$ cat config.mk
export PLATFORM = sky130hd
export DESIGN_NAME = forest_scheduler
export DESIGN_NICKNAME = d
export VERILOG_FILES = /design/src/rtl/forest_pkg.sv /design/src/rtl/rr_arbiter2.sv /design/src/rtl/forest_scheduler.sv
export SDC_FILE = /design/constraint.sdc
export NUM_CORES = 1
export LEC_CHECK = 0
export ABC_CLOCK_PERIOD_IN_PS = 2650
export BUFFER_PORTS_ARGS = -buffer_cell sky130_fd_sc_hd__buf_2
export CORE_AREA = 2 2 216 218
export CTS_BUF_LIST = sky130_fd_sc_hd__clkbuf_4
export DETAILED_ROUTE_END_ITERATION = 12
export DIE_AREA = 0 0 218 220
export GPL_ROUTABILITY_DRIVEN = 1
export RECOVER_POWER = 50
export SYNTH_ARGS = -nofsm -noshare
export SYNTH_HDL_FRONTEND = slang
export SYNTH_SLANG_ARGS = --single-unit
$ cat constraint.sdc
create_clock -name clk -period 2.65 [get_ports clk]
set_input_delay 0.265 -clock clk [delete_from_list [all_inputs] [get_ports clk]]
set_output_delay 0.265 -clock clk [all_outputs]
set_load 0.03 [all_outputs]
$ cat src/rtl/forest_pkg.sv
// Shared definitions for the random-forest scheduler: feature layout, FSM states, sample type.
// Latency: n/a (types and constants only).
// Backpressure: n/a.
package forest_pkg;

    // Number of features carried by one sample.
    localparam int NUM_FEAT = 11;

    // Position of each feature inside a packed sample (feature i sits at bits i*FEAT_W).
    localparam int FEAT_ALCOHOL          = 0;
    localparam int FEAT_VOLATILE_ACIDITY = 1;
    localparam int FEAT_SULPHATES        = 2;
    localparam int FEAT_TOTAL_SO2        = 3;
    localparam int FEAT_DENSITY          = 4;
    localparam int FEAT_CHLORIDES        = 5;
    localparam int FEAT_FREE_SO2         = 6;
    localparam int FEAT_PH               = 7;
    localparam int FEAT_CITRIC_ACID      = 8;
    localparam int FEAT_RESIDUAL_SUGAR   = 9;
    localparam int FEAT_FIXED_ACIDITY    = 10;

    // Default Q8.8 feature width.
    localparam int DEF_FEAT_W = 16;

    typedef enum logic [2:0] {
        IDLE,
        ISSUE,
        WAIT,
        VOTE,
        RESP
    } state_t;

    // One sample at the default feature width, indexable by the FEAT_* constants.
    typedef logic [NUM_FEAT-1:0][DEF_FEAT_W-1:0] sample_t;

endpackage

$ cat src/rtl/rr_arbiter2.sv
// Two-requester round-robin arbiter; the requester not granted most recently wins a tie.
// Latency: grant is combinational from req; priority pointer updates on the accepting edge.
// Backpressure: pointer only moves when the grant is actually taken (accept high).
module rr_arbiter2 (
    input  logic       clk,
    input  logic       reset,
    input  logic [1:0] req,
    input  logic       accept,
    output logic [1:0] grant
);

    // Index of the requester that currently holds priority; requester 0 after reset.
    logic pri;

    // Pick the priority requester if it asks, otherwise the other one.
    always_comb begin
        grant = 2'b00;
        if (!pri) begin
            if (req[0])      grant = 2'b01;
            else if (req[1]) grant = 2'b10;
        end else begin
            if (req[1])      grant = 2'b10;
            else if (req[0]) grant = 2'b01;
        end
    end

    // Hand priority to the requester that was not just served.
    always_ff @(posedge clk or negedge reset) begin
        if (!reset)                pri <= 1'b0;
        else if (accept && |grant) pri <= grant[0];
    end

endmodule

$ cat src/rtl/forest_scheduler.sv
// Runs each accepted sample through NUM_TREES trees on a shared engine and returns the majority label.
// Latency: rsp_valid 2*NUM_TREES+2 cycles after acceptance with a 1-cycle engine; optional timeout via FOREST_TIMEOUT_EN.
// Backpressure: one sample in flight; req_ready only in IDLE; result held in RESP until the owner's rsp_ready.
module forest_scheduler
    import forest_pkg::*;
#(
    parameter int NUM_TREES      = 5,
    parameter int FEAT_W         = 16,
    parameter int TIMEOUT_CYCLES = 64
) (
    input  logic                         clk,
    input  logic                         reset,
    input  logic [1:0]                   req_valid,
    output logic [1:0]                   req_ready,
    input  logic [2*NUM_FEAT*FEAT_W-1:0] req_data,
    output logic [1:0]                   rsp_valid,
    input  logic [1:0]                   rsp_ready,
    output logic [1:0]                   rsp_label,
    output logic [1:0]                   rsp_err,
    output logic                         eng_start,
    output logic [3:0]                   eng_tree_sel,
    output logic [NUM_FEAT*FEAT_W-1:0]   eng_data,
    input  logic                         eng_done,
    input  logic                         eng_label,
    output logic                         busy
);

    localparam int SW = NUM_FEAT * FEAT_W;
    localparam int VW = $clog2(NUM_TREES + 1);

    state_t          state;
    logic            owner;
    logic [1:0]      owner_oh;
    logic [3:0]      tree_idx;
    logic [VW-1:0]   vote_cnt;
    logic [SW-1:0]   sample_q;
    logic [1:0]      grant;
    logic            accept;
    logic            last_tree;
    logic            timeout;

    assign accept       = (state == IDLE) && (|req_valid);
    assign req_ready    = (state == IDLE) ? grant : 2'b00;
    assign owner_oh     = owner ? 2'b10 : 2'b01;
    assign last_tree    = (tree_idx + 4'd1) >= 4'(NUM_TREES);
    assign busy         = (state != IDLE);
    assign eng_tree_sel = tree_idx;
    assign eng_data     = sample_q;

    rr_arbiter2 u_arb (
        .clk    (clk),
        .reset  (reset),
        .req    (req_valid),
        .accept (accept),
        .grant  (grant)
    );

`ifdef FOREST_TIMEOUT_EN
    localparam int TW = $clog2(TIMEOUT_CYCLES + 1);
    logic [TW-1:0] to_cnt;

    // Count cycles spent waiting on the current tree; restarts every time WAIT is entered.
    always_ff @(posedge clk or negedge reset) begin
        if (!reset)              to_cnt <= '0;
        else if (state == WAIT)  to_cnt <= to_cnt + TW'(1);
        else                     to_cnt <= '0;
    end

    assign timeout = (state == WAIT) && !eng_done && (to_cnt == TW'(TIMEOUT_CYCLES - 1));

    // Mark the owner's response as aborted on timeout; cleared when the response is taken.
    always_ff @(posedge clk or negedge reset) begin
        if (!reset)                                  rsp_err <= 2'b00;
        else if (timeout)                            rsp_err <= owner_oh;
        else if (state == RESP && rsp_ready[owner])  rsp_err <= 2'b00;
    end
`else
    assign timeout = 1'b0;
    assign rsp_err = 2'b00;
`endif

    // Main sequencer: accept, issue each tree, collect votes, present the majority.
    always_ff @(posedge clk or negedge reset) begin
        if (!reset) begin
            state     <= IDLE;
            owner     <= 1'b0;
            tree_idx  <= 4'd0;
            vote_cnt  <= '0;
            sample_q  <= '0;
            eng_start <= 1'b0;
            rsp_valid <= 2'b00;
            rsp_label <= 2'b00;
        end else begin
            eng_start <= 1'b0;
            case (state)
                IDLE: begin
                    if (accept) begin
                        owner     <= grant[1];
                        sample_q  <= grant[1] ? req_data[2*SW-1:SW] : req_data[SW-1:0];
                        vote_cnt  <= '0;
                        tree_idx  <= 4'd0;
                        eng_start <= 1'b1;
                        state     <= ISSUE;
                    end
                end
                ISSUE: begin
                    state <= WAIT;
                end
                WAIT: begin
                    if (eng_done) begin
                        vote_cnt <= vote_cnt + VW'(eng_label);
                        tree_idx <= tree_idx + 4'd1;
                        if (last_tree) begin
                            state <= VOTE;
                        end else begin
                            eng_start <= 1'b1;
                            state     <= ISSUE;
                        end
                    end else if (timeout) begin
                        rsp_valid <= owner_oh;
                        rsp_label <= 2'b00;
                        state     <= RESP;
                    end
                end
                VOTE: begin
                    rsp_valid <= owner_oh;
                    rsp_label <= (vote_cnt > VW'(NUM_TREES / 2)) ? owner_oh : 2'b00;
                    state     <= RESP;
                end
                RESP: begin
                    if (rsp_ready[owner]) begin
                        rsp_valid <= 2'b00;
                        rsp_label <= 2'b00;
                        state     <= IDLE;
                    end
                end
                default: state <= IDLE;
            endcase
        end
    end

endmodule

; ---- After elaboration in Yosys (flattened, before gate mapping)
; Cells that the tools add are included.
; Widths: inputs -> output; s select.
[word_totals]
in_bits = 360
romBits = 0
mem_bits_rw = 0
latch_bits = 0
memories = 0
register_bits = 193
wordCells = 62
[op_classes]
n_mul = 0
eq_ne = 7
bitwise = 0
magnitude_cmp = 3
reduce_logical = 12
n_shift = 0
n_div = 0
addsub = 2
muxes = 29
[op_table]
columns = op, count
row1 = $mux 176, 1
row2 = $mux 2, 9
row3 = $mux 3, 5
row4 = $pmux 3 s5, 1
row5 = $mux 4, 2
row6 = $pmux 2 s2, 2
row7 = $pmux 4 s2, 1
row8 = $eq 3x2->1 const B, 2
row9 = $mux 1, 6
row10 = $pmux 3 s2, 1
row11 = $reduce_and 3->1, 2
row12 = $add 4x1->4 const B, 1
row13 = $ge 4x3->1 const B, 1
row14 = $ne 2x2->1 const B, 2
row15 = $reduce_and 2->1, 2
row16 = $reduce_bool 2->1, 2
row17 = $reduce_or 2->1, 2
row18 = $add 3x1->3, 1
row19 = $eq 3x1->1 const B, 1
row20 = $eq 3x3->1 const B, 1
row21 = $gt 3x2->1 const B, 1
row22 = $logic_not 3->1, 1
row23 = $reduce_bool 3->1, 1
row24 = $logic_and 1x1->1, 2
row25 = other kinds (3), 3

; ---- Longest topological paths before layout
; Gate-level depths: netlist of the first run.
[depth]
ltp_word = 5
mapped_depth = 8
depth_no_buf = 5

; ---- Cells and area by module
; A second synthesis of the first run with hierarchy kept.
[hier_totals]
cells_unflattened = 656
hier_area_um2 = 9549.2
[by_module_without_submodules]
columns = module, area_per_inst_um2, instances, cells_each, seq_area_each_um2
row1 = forest_scheduler, 9494.1, 1, 650, 4804.6
row2 = rr_arbiter2, 55.1, 1, 6, 25.0

; ---- Least setup slack after synthesis of the first run
; OpenSTA, ideal clock, no wires.
[synth_path]
path_kind = register to output
start = register state[0]
end = output req_ready[1]
t_required_ns = 2.385
t_arrival_ns = 1.793
path_buffers = 3
path_stages_with_launch = 7
slack_ns = 0.592
cell_sequence = dfrtp_1 clkbuf_1 nor3_1 buf_2 buf_2 inv_1 nor2_1
[synth_via]
elab_chain_cells = 2
[synth_lines]
columns = element, line
row1 = from (decl), forest_scheduler.sv:31  ; state_t state;
row2 = from (signal assigned), forest_scheduler.sv:85  ; state <= IDLE;
row3 = from (signal assigned), forest_scheduler.sv:103  ; state <= ISSUE;
row4 = from (signal assigned), forest_scheduler.sv:107  ; state <= WAIT;
row5 = $logic_not 3->1, forest_scheduler.sv:43  ; assign req_ready = (state == IDLE) ? grant : 2'b00;
row6 = $mux 2, forest_scheduler.sv:43
row7 = to (decl), forest_scheduler.sv:14  ; output logic [1:0] req_ready,
; Every way passes these cells.

; ---- Final worst setup path of the first run
[layout_path]
start = register state[0]
end = register sample_q[150] (netlist: eng_data[150])
[layout_via]
elab_chain_cells = 3
[layout_lines]
columns = element, line
row1 = $logic_not 3->1 (*), "forest_scheduler.sv:42, forest_scheduler.sv:95"
row2 = $logic_and 1x1->1, forest_scheduler.sv:42  ; assign accept = (state == IDLE) && (|req_valid);
row3 = $reduce_and 2->1 (no source line) (*), n/a
row4 = to (signal assigned), forest_scheduler.sv:99  ; sample_q <= grant[1] ? req_data[2*SW-1:SW] : req_data[SW-1:0];
row5 = to (decl), forest_scheduler.sv:36  ; logic [SW-1:0] sample_q;
; Mark *: on every way between the ends. The rest lies on a longest branch, timed or not.
; A chain may end at the register's enable or synchronous reset.

==> results of run 1 <==
==> sequential cells by signal (all words and copies together), names as in the netlist <==
signal	count
vote_cnt	3
u_arb.pri	1
eng_tree_sel	4
rsp_valid	2
eng_data	176
owner	1
state	3
eng_start	1
rsp_label	2
==> worst paths after layout <==
check / cells past startpoint / slack, ns / startpoint / to
worst max register to register: 6 / 0.17 / state[0] / eng_data[150]
worst min register to register: 2 / 0.53 / rsp_label[1] / rsp_label[1]
min in group asynchronous: 4 / 1.20 / reset / eng_data[87]
worst min-delay path: 4 / 0.32 / req_data[149] / eng_data[149]
max in group asynchronous: 4 / 0.46 / reset / eng_data[4]
worst max-delay path: 6 / 0.17 / state[0] / eng_data[150]
==> critical path: cells and delay by family (launching register included) <==
kind	cells	cell delay, ns
DFF	1	0.52
buffers and inverters	3	1.23
and+or+nand+nor	1	0.25
AOI/OAI and AO/OA	2	0.33
==> power by group <==
group / leakage [nW] / internal (mW) / total [mW] / switching [mW]
Clock: 0.147 / 0.566 / 1.74 / 1.18
Sequential: 2.19 / 4.40 / 5.36 / 0.962
Combinational: 4.67 / 5.33 / 12.6 / 7.28
==> cells by family after synthesis <==
kind of cell / count (synthesis) / share of synthesized area (%)
xor gates and xnor gates: 3 / 0.2581
and+or+nand+nor: 205 / 14.54
other: 1 / 0.03682
AOI/OAI and AO/OA: 551 / 29.75
adders and majority gates: 5 / 0.6143
muxes: 4 / 0.4055
buffers and inverters: 154 / 6.979
DFF: 193 / 47.43
==> what timing repair did <==
| item | CTS | global route |
|---|---|---|
| resized for setup | 0 | 0 |
| hold buffers | 364 | 0 |
| hold endpoints to repair | 385 | 0 |
| buffers inserted | 0 | 0 |
==> layout by cell type (no fill, tap or decap), types with 2 or more instances in the layout <==
cell / Yosys / routed
a21oi_1: 181 / 181
a22o_1: 2 / 2
a31oi_1: 175 / 175
a31oi_2: 2 / 2
buf_12: 0 / 10
buf_2: 10 / 459
buf_4: 2 / 6
bufinv_16: 0 / 2
clkbuf_1: 105 / 89
clkbuf_4: 0 / 19
clkinv_1: 0 / 2
clkinv_2: 0 / 3
clkinv_4: 0 / 4
clkinvlp_4: 0 / 2
conb_1: 1 / 2
dfrtp_1: 193 / 193
diode_2: 0 / 9
dlygate4sd3_1: 0 / 363
ha_1: 5 / 5
inv_1: 12 / 11
mux2i_1: 3 / 3
nand2_1: 7 / 7
nand2b_1: 2 / 2
nand3_1: 2 / 2
nand3b_1: 177 / 177
nor2_1: 4 / 4
nor2b_1: 4 / 3
o21ai_0: 178 / 178
o21ai_1: 4 / 4
o32ai_1: 2 / 2
xor2_1: 2 / 2
==> layer usage <==
metal,routed length (um),share of wire (%),vias to the layer above,global-route usage (%)
met2,22200,49,620,30.39
li1,-,-,5797,-
met5,27,0.060,-,0
met3,3490,7.7,115,5.300
met1,17820,39,6215,20.80
met4,1739,3.8,4,9.864
==> per-stage QoR <==
stage / std cells / area [sq um] / setup WS (ns) / hold slack [ns]
6_report: 2553 / 17130 / 0.1743 / 0.3209
5_1_grt: 2550 / 17130 / -0.03520 / 0.2097
4_1_cts: 2544 / 17280 / 0.06717 / 0.1773
3_5_place_dp: 2148 / 13350 / 0.6154 / 0.2409
3_3_place_gp: 2148 / 13350 / 0.6642 / 0.2444
2_1_floorplan: 1117 / 10190 / 0.5924 / -0.03059
==> cell type report <==
type | instances | area (sq um)
fill | 4639 | 28730
timing repair buffer | 930 | 6534
sequential | 193 | 4830
multi-input combinational | 770 | 4664
tap | 607 | 759.5
clock inverter | 14 | 141.4
clock buffer | 18 | 135.1
inverter | 12 | 47.55
antenna | 9 | 22.52
==> summary.txt, run 1 <==
Layout
  – Post-layout net count: 2,289
  – Ratio of cells with drive above 1 in the final layout: 26.85%
  – Fin util: 37.36%
  – Synth-to-layout area growth: 68.25%

Placement
  – GP Congestion: roughly 0.82
  – Dpl hpwl: 27,290 um
  – Port Buf Inserts: 547

Routing
  – Initial DRC count: 788
  – Post-DR wirelength/cell: 17.74 um
  – Drt drc: 0
  – Vias per cell: 4.995
  – Via count: roughly 13,000
  – Overall routed net length: approximately 45,000 um
  – Remaining antenna violation count after routing: 0
  – DRT Pass-1 Iters: 5

STA
  – Measured slew at the worst slew-check pin: 1.428 ns
  – Max-slew headroom: 4.780%
  – Final Hold Fails: 0
  – Fin crit share: 93.42%
  – Slew Viols, Final: 0
  – Setup Skew: 0.02314 ns
  – Setup TNS: 0 ns
  – Final worst path period need: around 2.5 ns
  – Setup violators final: 0
  – FMAX: roughly 0.4 GHz

Global routing
  – Largest net degree at the start of global routing: roughly 190
  – First-pass GRT wire length: 68,570 um
  – Vias in the first global route: 12,870
  – Grt ovf: 0
  – Initial antenna violation count: 5
  – All-Layer GR Usage: approximately 18%

Floorplan
  – IO Count: 550
  – Die height: roughly 220 um
  – Initial core utilization: about 22%
  – Die width: 218 um
  – Site Rows: 79
  – Die area: ~48,000 sq um
  – CORE AREA: around 46,000 sq um

Worst setup path
  – Critical path class: register to register
  – CP max-delay cell: dlygate4sd3_1
  – Required @ worst endpoint: between 3 and 4 ns
  – Crit. End Element: register
  – Critical Path Max Stage Delay: 0.59 ns
  – Crit-path cells: nor3_2 -> buf_4 -> buf_12 -> a21oi_1 -> a31oi_1 -> dlygate4sd3_1
  – CP Max Fanout: 115
  – CP Data Arrival Time: 3.18 ns
  – CP startpoint kind: register

Run
  – MaxCap Viol Count: 0

Power
  – Pleak: around 7.0 nW
  – P per Cell Area: 1151 nW/um^2
  – Design Power: 19.72 mW
  – Peak supply drop: a little over 0.6 mV

Clock network
  – CTS clk-pin slew, worst paths: 0.18 ns
  – Clk sinks: 193
  – CTS tree: yes
  – H-tree levels: 4
  – Root Buffer Master: clkbuf_4
  – Clock Path Buffers: 2
  – Clk_lat worst skew: 0.75 ns
  – Inserted Clock Buffers: 17

Yosys
  – Library cells used by synthesis: 41
  – Most frequent cell after synthesis: dfrtp_1
  – EDFF count, synth: 0
  – Leading area contributor after synthesis: dfrtp_1
  – Synth top cells by count: 193 x dfrtp_1, 181 x a21oi_1, 178 x o21ai_0
  – Syn Std Cell Area: 10,180 sq um
  – Top cell type's share of synthesized area: 47.43%
  – Ys Warns: 0
  – Seq/Total Area, Yosys: a little under half
  – Main synth FF type: dfrtp_1
  – FFs w/ async S/R, synth: 100.0%
  – Synth area leaders: dfrtp_1 47%, nand3b_1 13%, a31oi_1 11%
  – Synthesized instance count: 1,116
  – Syn Area/Cell: 9.125 sq um
  – FF+latch count, synth: 193

Hold path
  – Worst Hold Class: input port to register

Status
  – Outcome: complete, no violations
(Power assumes the default switching activity.)
==> run 2, diff against run 1 <==
- ABC_AREA: not set -> 1
- CORE_AREA: 2 2 216 218 -> 2 2 212 214
- DIE_AREA: 0 0 218 220 -> 0 0 214 216
==> run 2 against run 1 <==
Net effect:
- critical endpoint is now eng_data[23]
- utilization fell by 1.1 points
- flip-flop and latch count did not move
- total power fell by 4.1%
- first-iteration DRC count fell by 11%
- non-clock buffer count fell by 3
- final area fell by 7.2%
- maximum frequency fell by 4.3%
- routed wire length fell by 15%
- global-route usage fell by 1.9 points
- die area fell by 3.6%
- combinational power fell by 6%
==> summary.txt, run 2 <==
Global routing
  – Initial antenna violation count: 3 (was 5)
  – Grt ovf: 0 (unchanged)
  – Vias in the first global route: 11,570 (was 12,870)
  – All-Layer GR Usage: 16.25% (was 18.14%)
  – First-pass GRT wire length: 60,000 um (was 68,570 um)
  – Largest net degree at the start of global routing: 92 (was 189)

Routing
  – Vias per cell: 4.463 (was 4.995)
  – Via count: 11,390 (was 12,750)
  – Overall routed net length: 38,580 um (was 45,280 um)
  – Initial DRC count: 701 (was 788)
  – Remaining antenna violation count after routing: 0 (unchanged)
  – DRT Pass-1 Iters: 5 (unchanged)
  – Drt drc: 0 (unchanged)
  – Post-DR wirelength/cell: 15.12 um (was 17.74 um)

Power
  – P per Cell Area: 1189 nW/um^2 (was 1151 nW/um^2)
  – Pleak: 7.614 nW (was 7.010 nW)
  – Peak supply drop: 0.5963 mV (was 0.6144 mV)
  – Design Power: 18.92 mW (was 19.72 mW)

Floorplan
  – Die area: 46,220 sq um (was 47,960 sq um)
  – Die height: 216 um (was 220 um)
  – CORE AREA: 43,840 sq um (was 45,860 sq um)
  – IO Count: 550 (unchanged)
  – Initial core utilization: 19.98% (was 22.20%)
  – Site Rows: 77 (was 79)
  – Die width: 214 um (was 218 um)

Yosys
  – Seq/Total Area, Yosys: 55.13% (was 47.43%)
  – FFs w/ async S/R, synth: 100.0% (unchanged)
  – Syn Area/Cell: 8.141 sq um (was 9.125 sq um)
  – Top cell type's share of synthesized area: 55.13% (was 47.43%)
  – Ys Warns: 0 (unchanged)
  – Synth area leaders: dfrtp_1 55%, o21ai_0 13%, nand2_1 9.5% (was dfrtp_1 47%, nand3b_1 13%, a31oi_1 11%)
  – Synth top cells by count: 225 x o21ai_0, 222 x nand2_1, 193 x dfrtp_1 (was 193 x dfrtp_1, 181 x a21oi_1, 178 x o21ai_0)
  – FF+latch count, synth: 193 (unchanged)
  – Library cells used by synthesis: 24 (was 41)
  – EDFF count, synth: 0 (unchanged)
  – Leading area contributor after synthesis: dfrtp_1 (unchanged)
  – Syn Std Cell Area: 8760 sq um (was 10,180 sq um)
  – Main synth FF type: dfrtp_1 (unchanged)
  – Most frequent cell after synthesis: o21ai_0 (was dfrtp_1)
  – Synthesized instance count: 1,076 (was 1,116)

STA
  – Slew Viols, Final: 0 (unchanged)
  – Setup violators final: 0 (unchanged)
  – Final Hold Fails: 0 (unchanged)
  – Measured slew at the worst slew-check pin: 1.423 ns (was 1.428 ns)
  – Setup TNS: 0 ns (unchanged)
  – Max-slew headroom: 5.145% (was 4.780%)
  – Setup Skew: 0.01804 ns (was 0.02314 ns)
  – Fin crit share: 97.60% (was 93.42%)
  – Final hold slack: 0.1351 ns (was 0.3209 ns)
  – FMAX: 0.3866 GHz (was 0.4039 GHz)
  – Setup slack after layout: 0.06351 ns (was 0.1743 ns)
  – Final worst path period need: 2.586 ns (was 2.476 ns)

Worst setup path
  – Crit. End Element: register (unchanged)
  – R2R setup slack: 0.06 ns (was 0.17 ns)
  – Critical Path Max Stage Delay: 0.58 ns (was 0.59 ns)
  – CP startpoint kind: register (unchanged)
  – Required @ worst endpoint: 3.25 ns (was 3.36 ns)
  – Critical path's top delay family: buffers and inverters (unchanged)
  – Critical path class: register to register (unchanged)
  – Worst Path Buf+Inv: 5 (was 3)
  – R2R cell count: 9 (was 6)
  – CP max-delay cell: dlygate4sd3_1 (unchanged)
  – Most common cell on crit path: buf_12
  – CP Max Fanout: 85 (was 115)
  – Crit Reg-Reg Startpoint: state[0] (unchanged)
  – CP Data Arrival Time: 3.19 ns (was 3.18 ns)
  – Critical R2R Capture: eng_data[23] (was eng_data[150])
  – Crit-path cells: nor3_2 -> inv_2 -> nor2_4 -> buf_12 -> inv_6 -> buf_12 -> nand2_1 -> o21ai_1 -> dlygate4sd3_1 (was nor3_2 -> buf_4 -> buf_12 -> a21oi_1 -> a31oi_1 -> dlygate4sd3_1)

Layout
  – Commonest non-fill, non-tap cell in the layout: buf_2 (unchanged)
  – Commonest cells after routing, fill and taps aside: 446 x buf_2, 363 x dlygate4sd3_1, 225 x o21ai_0 (was 459 x buf_2, 363 x dlygate4sd3_1, 193 x dfrtp_1)
  – Ratio of cells with drive above 1 in the final layout: 25.49% (was 26.85%)
  – Filler cell count: 4,449 (was 4,639)
  – Synth-to-layout area growth: 81.60% (was 68.25%)
  – Max reg flops: 176 (unchanged)
  – Post-layout net count: 2,310 (was 2,289)
  – Post-Layout Cell Count: 2,552 (was 2,553)

Hold path
  – Worst Hold Class: input port to register (unchanged)
  – Hold_sp: req_valid[1] (was req_data[149])
  – Worst Hold Path EP: vote_cnt[2] (was eng_data[149])
  – Hold Path Depth: 7 (was 4)

Clock network
  – CTS clk-pin slew, worst paths: 0.16 ns (was 0.18 ns)
  – Clock Path Buffers: 2 (unchanged)
  – CTS tree: yes (unchanged)
  – Root Buffer Master: clkbuf_4 (unchanged)
  – Clk_lat worst skew: 0.70 ns (was 0.75 ns)
  – Inserted Clock Buffers: 17 (unchanged)
  – Clk sinks: 193 (unchanged)
  – H-tree levels: 4 (unchanged)

Status
  – Outcome: complete, no violations (unchanged)

Placement
  – Port Buf Inserts: 547 (unchanged)
  – Setup Slack @ Placement: 0.6010 ns (was 0.6154 ns)
  – Dpl hpwl: 24,440 um (was 27,290 um)
  – Placed cell count: 2,153 (was 2,148)
  – GP Congestion: 0.9373 (was 0.8211)

Run
  – MaxCap Viol Count: 0 (unchanged)
## run 2: power breakdown
| group | switching [mW] | leakage [nW] | total [mW] | internal [mW] |
|---|---|---|---|---|
| Combinational | 7.01 | 5.10 | 11.9 | 4.91 |
| Clock | 1.17 | 0.148 | 1.67 | 0.496 |
| Sequential | 0.926 | 2.37 | 5.32 | 4.40 |
## run 2: worst max path at each step
stage | from | end | slack [ns] | depth (start not counted)
after floorplan | state[0] | eng_data[100] | 1.04 | 8
after global placement | state[0] | eng_data[175] | 0.71 | 7
after detailed placement | state[0] | eng_data[111] | 0.60 | 7
after CTS | state[0] | eng_data[111] | 0.04 | 8
after global routing | state[0] | eng_data[118] | -0.01 | 8
final | state[0] | eng_data[23] | 0.06 | 9
## run 2: area by class of cell
cell class              count  area (sq um)  area share (%)
inverters                  19         81.33          0.5112
multi-input cells         787          3500           22.00
clock buffers              17         127.6          0.8023
repair buffers            927          6470           40.67
well taps                 592         740.7           4.656
diodes                      2         5.005         0.03146
clock inverters            15         153.9          0.9674
flip-flops and latches    193          4830           30.36
## run 2: metrics by stage
stage / util, % / cell area, sq um
final: 36.29 / 15910
after global routing: 36.29 / 15910
after CTS: 36.59 / 16040
after detailed placement: 27.66 / 12120
after global placement: 27.66 / 12120
after floorplan: - / 8763
## run 2: logic make-up after synthesis
| kind of cell | Yosys count | synth area share, % |
|---|---|---|
| DFF | 193 | 55.13 |
| AOI/OAI and AO/OA | 357 | 20.47 |
| buffers and inverters | 97 | 5.042 |
| other | 1 | 0.04281 |
| xor gates and xnor gates | 1 | 0.1000 |
| and+or+nand+nor | 422 | 18.50 |
| adders and majority gates | 5 | 0.7142 |
## run 2: layer usage
metal / GRT usage, % / part of all wire, % / vias up
met5: 0 / 0.026 / -
met4: 8.462 / 4.2 / 2
met3: 4.045 / 6.7 / 117
met2: 27.24 / 48 / 579
met1: 19.26 / 41 / 5405
li1: - / - / 5286
## run 2: what timing repair did
action / in CTS / in global routing
endpoints found under the hold margin: 384 / 0
endpoints found under the setup margin: 0 / 136
buffers inserted: 0 / 2
resized for setup: 0 / 1
hold buffers: 363 / 0
## run 2: tightest hold or removal path: cells and delay by family
kind                   cells  cell delay [ns]
buffers and inverters      2             0.22
and+or+nand+nor            5             0.34
